File: src/rtl/ifu_pkg.sv
// Shared types and constants for the instruction fetch unit.
package ifu_pkg;

  typedef enum logic [2:0] {
    IDLE,
    REQ,
    WAIT,
    HOLD,
    ERR
  } state_t;

  localparam logic [1:0]  RESP_OKAY    = 2'b00;
  localparam logic [31:0] NOP_INST     = 32'h0000_0013;
  localparam logic [31:0] DEF_RESET_PC = 32'h8000_0000;

endpackage

File: src/rtl/ifu_fetch.sv
// Instruction fetch: one outstanding AXI4-Lite read, registered
// word/PC toward the decoder, redirect with stale-response drop.
module ifu_fetch
  import ifu_pkg::*;
#(
  parameter int unsigned XLEN = 32,
  parameter logic [XLEN-1:0] RESET_PC = DEF_RESET_PC
) (
  input  logic            clk,
  input  logic            rst,
  output logic [XLEN-1:0] araddr,
  output logic            arvalid,
  input  logic            arready,
  input  logic [31:0]     rdata,
  input  logic [1:0]      rresp,
  input  logic            rvalid,
  output logic            rready,
  output logic [31:0]     inst,
  output logic [XLEN-1:0] pc,
  output logic            IFU_valid,
  input  logic            IDU_ready,
  input  logic            redirect_valid,
  input  logic [XLEN-1:0] redirect_pc,
  output logic            fetch_err
);

  state_t state_q, state_d;

  logic [XLEN-1:0] fetch_pc;
  logic [XLEN-1:0] pend_pc;
  logic            drop;

  logic            fetch_ld;
  logic [XLEN-1:0] fetch_nxt;
  logic            pend_ld;
  logic            drop_clr;
  logic            cap;
  logic            err_set;

  assign araddr = fetch_pc;

  always_ff @(posedge clk) begin
    if (!rst) state_q <= IDLE;
    else      state_q <= state_d;
  end

  always_comb begin
    state_d   = state_q;
    arvalid   = 1'b0;
    rready    = 1'b0;
    IFU_valid = 1'b0;
    fetch_ld  = 1'b0;
    fetch_nxt = fetch_pc;
    pend_ld   = 1'b0;
    drop_clr  = 1'b0;
    cap       = 1'b0;
    err_set   = 1'b0;
    unique case (state_q)
      IDLE: state_d = REQ;
      REQ: begin
        arvalid = 1'b1;
        pend_ld = redirect_valid;
        if (arready) state_d = WAIT;
      end
      WAIT: begin
        rready = 1'b1;
        if (rvalid) begin
          // a redirect arriving with the data also squashes it
          if (drop || redirect_valid) begin
            fetch_ld  = 1'b1;
            fetch_nxt = redirect_valid ? redirect_pc : pend_pc;
            drop_clr  = 1'b1;
            state_d   = REQ;
          end else if (rresp != RESP_OKAY) begin
            err_set = 1'b1;
            state_d = ERR;
          end else begin
            cap     = 1'b1;
            state_d = HOLD;
          end
        end else begin
          pend_ld = redirect_valid;
        end
      end
      HOLD: begin
        IFU_valid = 1'b1;
        if (redirect_valid) begin
          fetch_ld  = 1'b1;
          fetch_nxt = redirect_pc;
          state_d   = REQ;
        end else if (IDU_ready) begin
          fetch_ld  = 1'b1;
          fetch_nxt = pc + XLEN'(4);
          state_d   = REQ;
        end
      end
      ERR: state_d = ERR;
      default: state_d = IDLE;
    endcase
  end

  always_ff @(posedge clk) begin
    if (!rst) begin
      fetch_pc  <= RESET_PC;
      pend_pc   <= RESET_PC;
      drop      <= 1'b0;
      pc        <= '0;
      inst      <= NOP_INST;
      fetch_err <= 1'b0;
    end else begin
      if (fetch_ld) fetch_pc <= fetch_nxt;
      if (pend_ld) begin
        pend_pc <= redirect_pc;
        drop    <= 1'b1;
      end
      if (drop_clr) drop <= 1'b0;
      if (cap) begin
        inst <= rdata;
        pc   <= fetch_pc;
      end
      if (err_set) fetch_err <= 1'b1;
    end
  end

endmodule

File: config.mk
export PLATFORM = sky130hd
export DESIGN_NAME = ifu_fetch
export DESIGN_NICKNAME = d
export VERILOG_FILES = /design/src/rtl/ifu_pkg.sv /design/src/rtl/ifu_fetch.sv
export SDC_FILE = /design/constraint.sdc
export NUM_CORES = 1
export LEC_CHECK = 0
export CORE_MARGIN = 1
export CORE_UTILIZATION = 50
export CTS_BUF_LIST = sky130_fd_sc_hd__clkbuf_8
export DETAILED_ROUTE_END_ITERATION = 7
export PLACE_DENSITY = 0.83
export SKIP_CTS_REPAIR_TIMING = 1
export SLEW_MARGIN = 20
export SYNTH_ARGS = -nofsm -noshare
export SYNTH_HDL_FRONTEND = slang
export SYNTH_SLANG_ARGS = --single-unit
File: constraint.sdc
create_clock -name clk -period 3.16 [get_ports clk]
set_clock_uncertainty 0.2 [all_clocks]
set_input_delay 0.316 -clock clk [delete_from_list [all_inputs] [get_ports clk]]
set_output_delay 0.316 -clock clk [all_outputs]
set_load 0.02 [all_outputs]
==> flow_metrics.env <==
export IMPL_leakage_nw=2.981
export IMPL_synth_seq_cells=133
export IMPL_grt_usage_pct=29.76
export IMPL_period_share_pct=85.80
export IMPL_nets=991
export IMPL_hold_path_end="inst[28]"
export IMPL_netlist_cell_type_count=49
export IMPL_max_freq_ghz=0.3688
export IMPL_wl_per_cell_um=17.18
export IMPL_synth_seq_area_share_pct=44.37
export IMPL_min_path_cells=3
export IMPL_finalHoldViolCount=0
export IMPL_end_kind="output port"
export IMPL_cts_tree="yes"
export IMPL_max_clock_path_buffers=2
export IMPL_fin_crit_ps=2711
export IMPL_syn_area_per_cell_um2=7.783
export IMPL_areaGrowthSynthToFinish_pct=35.51
export IMPL_wl_met1_um=7615
export IMPL_grt_max_degree=65
export IMPL_core_area_um2=11560
export IMPL_powerDensity_nw_per_um2=436.2
export IMPL_ys_warn_count=0
export IMPL_slew_viol_final=0
export IMPL_ys_flop_type="dfxtp_1"
export IMPL_cts_buffers=17
export IMPL_async_reset_ff_share_pct=0
export IMPL_power_mw=3.547
export IMPL_num_vias=6258
export IMPL_worstSetupPathType="reg -> out"
export IMPL_initial_core_util_pct=51.89
export IMPL_cts_sinks=133
export IMPL_diodes=0
export IMPL_top_layer="met4"
export IMPL_min_path_type="in -> reg"
export IMPL_violations="DRC"
export IMPL_path_clk_slew_ps=70
export IMPL_ir_drop_uv=367.2
export IMPL_fp_dieW_um=111.6
export IMPL_crit_fanout=19
export IMPL_routed_wl_met2_um=8839
export IMPL_drt_first_pass_iters=7
export IMPL_overflow=0
export IMPL_final_layout_size_suffix_gt1_share_pct=6.818
export IMPL_grt_pass1_wl_um=29600
export IMPL_cp_data_arrival_time_ps=2200
export IMPL_worstSkewPairLatency_ps=440
export IMPL_setup_slack_ps=448.6
export IMPL_fp_dieH_um=111.6
export IMPL_dieArea_um2=12440
export IMPL_crit_path_start_kind="flip-flop"
export IMPL_timing_slew_headroom_pct=29.45
export IMPL_worstReg2RegEnd="araddr[20]"
export IMPL_min_from="rdata[28]"
export IMPL_setup_violations=0
export IMPL_via_per_inst=5.865
export IMPL_gp_congestion=0.8277
export IMPL_grt_pass1_vias=6082
export IMPL_r2r_start="pc[13]"
export IMPL_port_buffers=171
export IMPL_drtIter0Drc=452
export IMPL_ioPinCount=172
export IMPL_worstMarginPinSlew_ps=1054
export IMPL_maxCapViolations=0
export IMPL_drc=14
export IMPL_routed_wl_um=18330
export IMPL_rows=39
export IMPL_ant_nets=0
export IMPL_fin_tns_setup_ps=0
export IMPL_syn_nets=844
export IMPL_dp_slack_ps=610.6
export IMPL_syn_area_um2=6001
export IMPL_rr_worst_depth=6
export IMPL_htreeDepth=4
export IMPL_rsz0062_at_grt="no"
export IMPL_synthesis_instances=771
export IMPL_cp_required_ps=2640
export IMPL_synth_edf_count=0
export IMPL_status="complete, but fails checks"
export IMPL_cts_root_buf="clkbuf_8"
export IMPL_wl_met3_um=1464
export IMPL_rrSetupSlack_ps=490
export IMPL_place_hpwl_um=12200
export IMPL_antenna_found_initial=0
-- area by class of cell --
type | count | area (um2)
fill | 943 | 3433
multi-input combinational | 569 | 3078
sequential | 133 | 2663
timing repair buffer | 188 | 1884
clock buffer | 20 | 275.3
tap | 143 | 178.9
inverter | 9 | 33.78
clock inverter | 5 | 18.77
-- cell usage after synthesis (2+ instances only) --
| library cell | count | share of area [%] |
|---|---|---|
| a211o_1 | 2 | 0.29 |
| a211oi_1 | 5 | 0.63 |
| a21o_1 | 2 | 0.25 |
| a21oi_1 | 117 | 9.8 |
| a221oi_1 | 3 | 0.44 |
| a31oi_1 | 18 | 1.9 |
| and2_1 | 2 | 0.21 |
| and3_1 | 4 | 0.42 |
| and4_1 | 2 | 0.29 |
| buf_1 | 3 | 0.19 |
| buf_2 | 15 | 1.3 |
| clkbuf_1 | 42 | 2.6 |
| dfxtp_1 | 133 | 44 |
| inv_1 | 7 | 0.44 |
| inv_2 | 2 | 0.13 |
| mux2i_1 | 35 | 5.8 |
| nand2_1 | 162 | 10 |
| nand2b_1 | 3 | 0.31 |
| nand3_1 | 15 | 1.3 |
| nand3b_1 | 3 | 0.38 |
| nand4_1 | 8 | 0.83 |
| nor2_1 | 59 | 3.7 |
| nor3_1 | 7 | 0.58 |
| nor4_1 | 12 | 1.3 |
| nor4b_1 | 3 | 0.44 |
| o211ai_1 | 2 | 0.25 |
| o21a_1 | 5 | 0.63 |
| o21ai_0 | 45 | 3.8 |
| o22ai_1 | 2 | 0.21 |
| o31a_1 | 8 | 1.2 |
| or2_2 | 14 | 1.5 |
| or3_1 | 2 | 0.21 |
| xnor2_1 | 5 | 0.73 |
| xor2_1 | 9 | 1.3 |
-- critical path: stages, from the launching register on --
cell and delay, ps:
dfxtp_1 460, nand3b_1 210, inv_2 380, clkdlybuf4s50_1 690
-- cells by family (layout without fill, tap and decap cells) --
family	after synthesis	count (layout)	synth area share, %
flip-flops	133	133	44.37
buffers and inverters	69	222	4.629
adder cells (fa/ha/maj)	1	1	0.2085
AND/OR/NAND/NOR	303	303	22.62
AO/OA/AOI/OAI	216	216	20.29
XOR/XNOR	14	14	2.043
multiplexers	35	35	5.838
-- placed cells by master (no fill, tap or decap), types with 2 or more instances in the layout --
cell type and count:
clkdlybuf4s50_1 170, nand2_1 162, dfxtp_1 133, a21oi_1 117
nor2_1 59, o21ai_0 45, mux2i_1 35, clkbuf_8 20
a31oi_1 18, or2_2 14, nand3_1 13, buf_4 13
inv_1 12, nor4_1 12, xor2_1 9, nand4_1 8
o31a_1 8, nor3_1 7, o21a_1 5, xnor2_1 5
a211oi_1 5, buf_12 4, nand3b_1 3, and3_1 3
nor4b_1 3, a221oi_1 3, nand2b_1 3, inv_2 2
and2_1 2, nand3_2 2, or3_1 2, and4_1 2
o211ai_1 2, a211o_1 2, a21o_1 2
-- where the power goes --
group | internal [mW] | leakage, nW | switching, mW
clock network | 0.558 | 0.170 | 0.574
logic | 0.288 | 1.73 | 0.313
registers | 1.75 | 1.08 | 0.0609
total | 2.60 | 2.98 | 0.949
-- flip-flops by register name, summed over array words and instances (netlist names) --
register / flops
drop: 1
fetch_err: 1
inst: 32
araddr: 32
state_q: 3
pend_pc: 32
pc: 32
-- worst max path at each step --
stage | depth (start not counted) | end | startpoint | slack [ps]
2_1_floorplan | 7 | araddr[26] | pc[2] | 840
3_3_place_gp | 6 | araddr[14] | rvalid | 680
3_5_place_dp | 6 | araddr[15] | rvalid | 610
4_1_cts | 3 | IFU_valid | state_q[0] | 450
5_1_grt | 3 | IFU_valid | state_q[0] | 350
6_report | 3 | IFU_valid | state_q[0] | 450
-- through the flow --
step / cell area, um2 / instances / util [%] / hold slack (ps)
after floorplan: 6001 / 771 / - / 240.3
after global placement: 7838 / 1042 / 67.77 / 241.7
after detailed placement: 7838 / 1042 / 67.77 / 255.1
after CTS: 8132 / 1067 / 70.31 / 207.6
after global routing: 8132 / 1067 / 70.31 / 211.9
final: 8132 / 1067 / 70.31 / 218.2
-- layer usage --
metal  GRT usage, %  vias to the layer above
met2          50.38                      293
met3          6.750                       41
met5              0                        -
li1               -                     2955
met1          36.18                     2969
met4          13.33                        0
No activity file was read; power rests on OpenSTA's default activity.
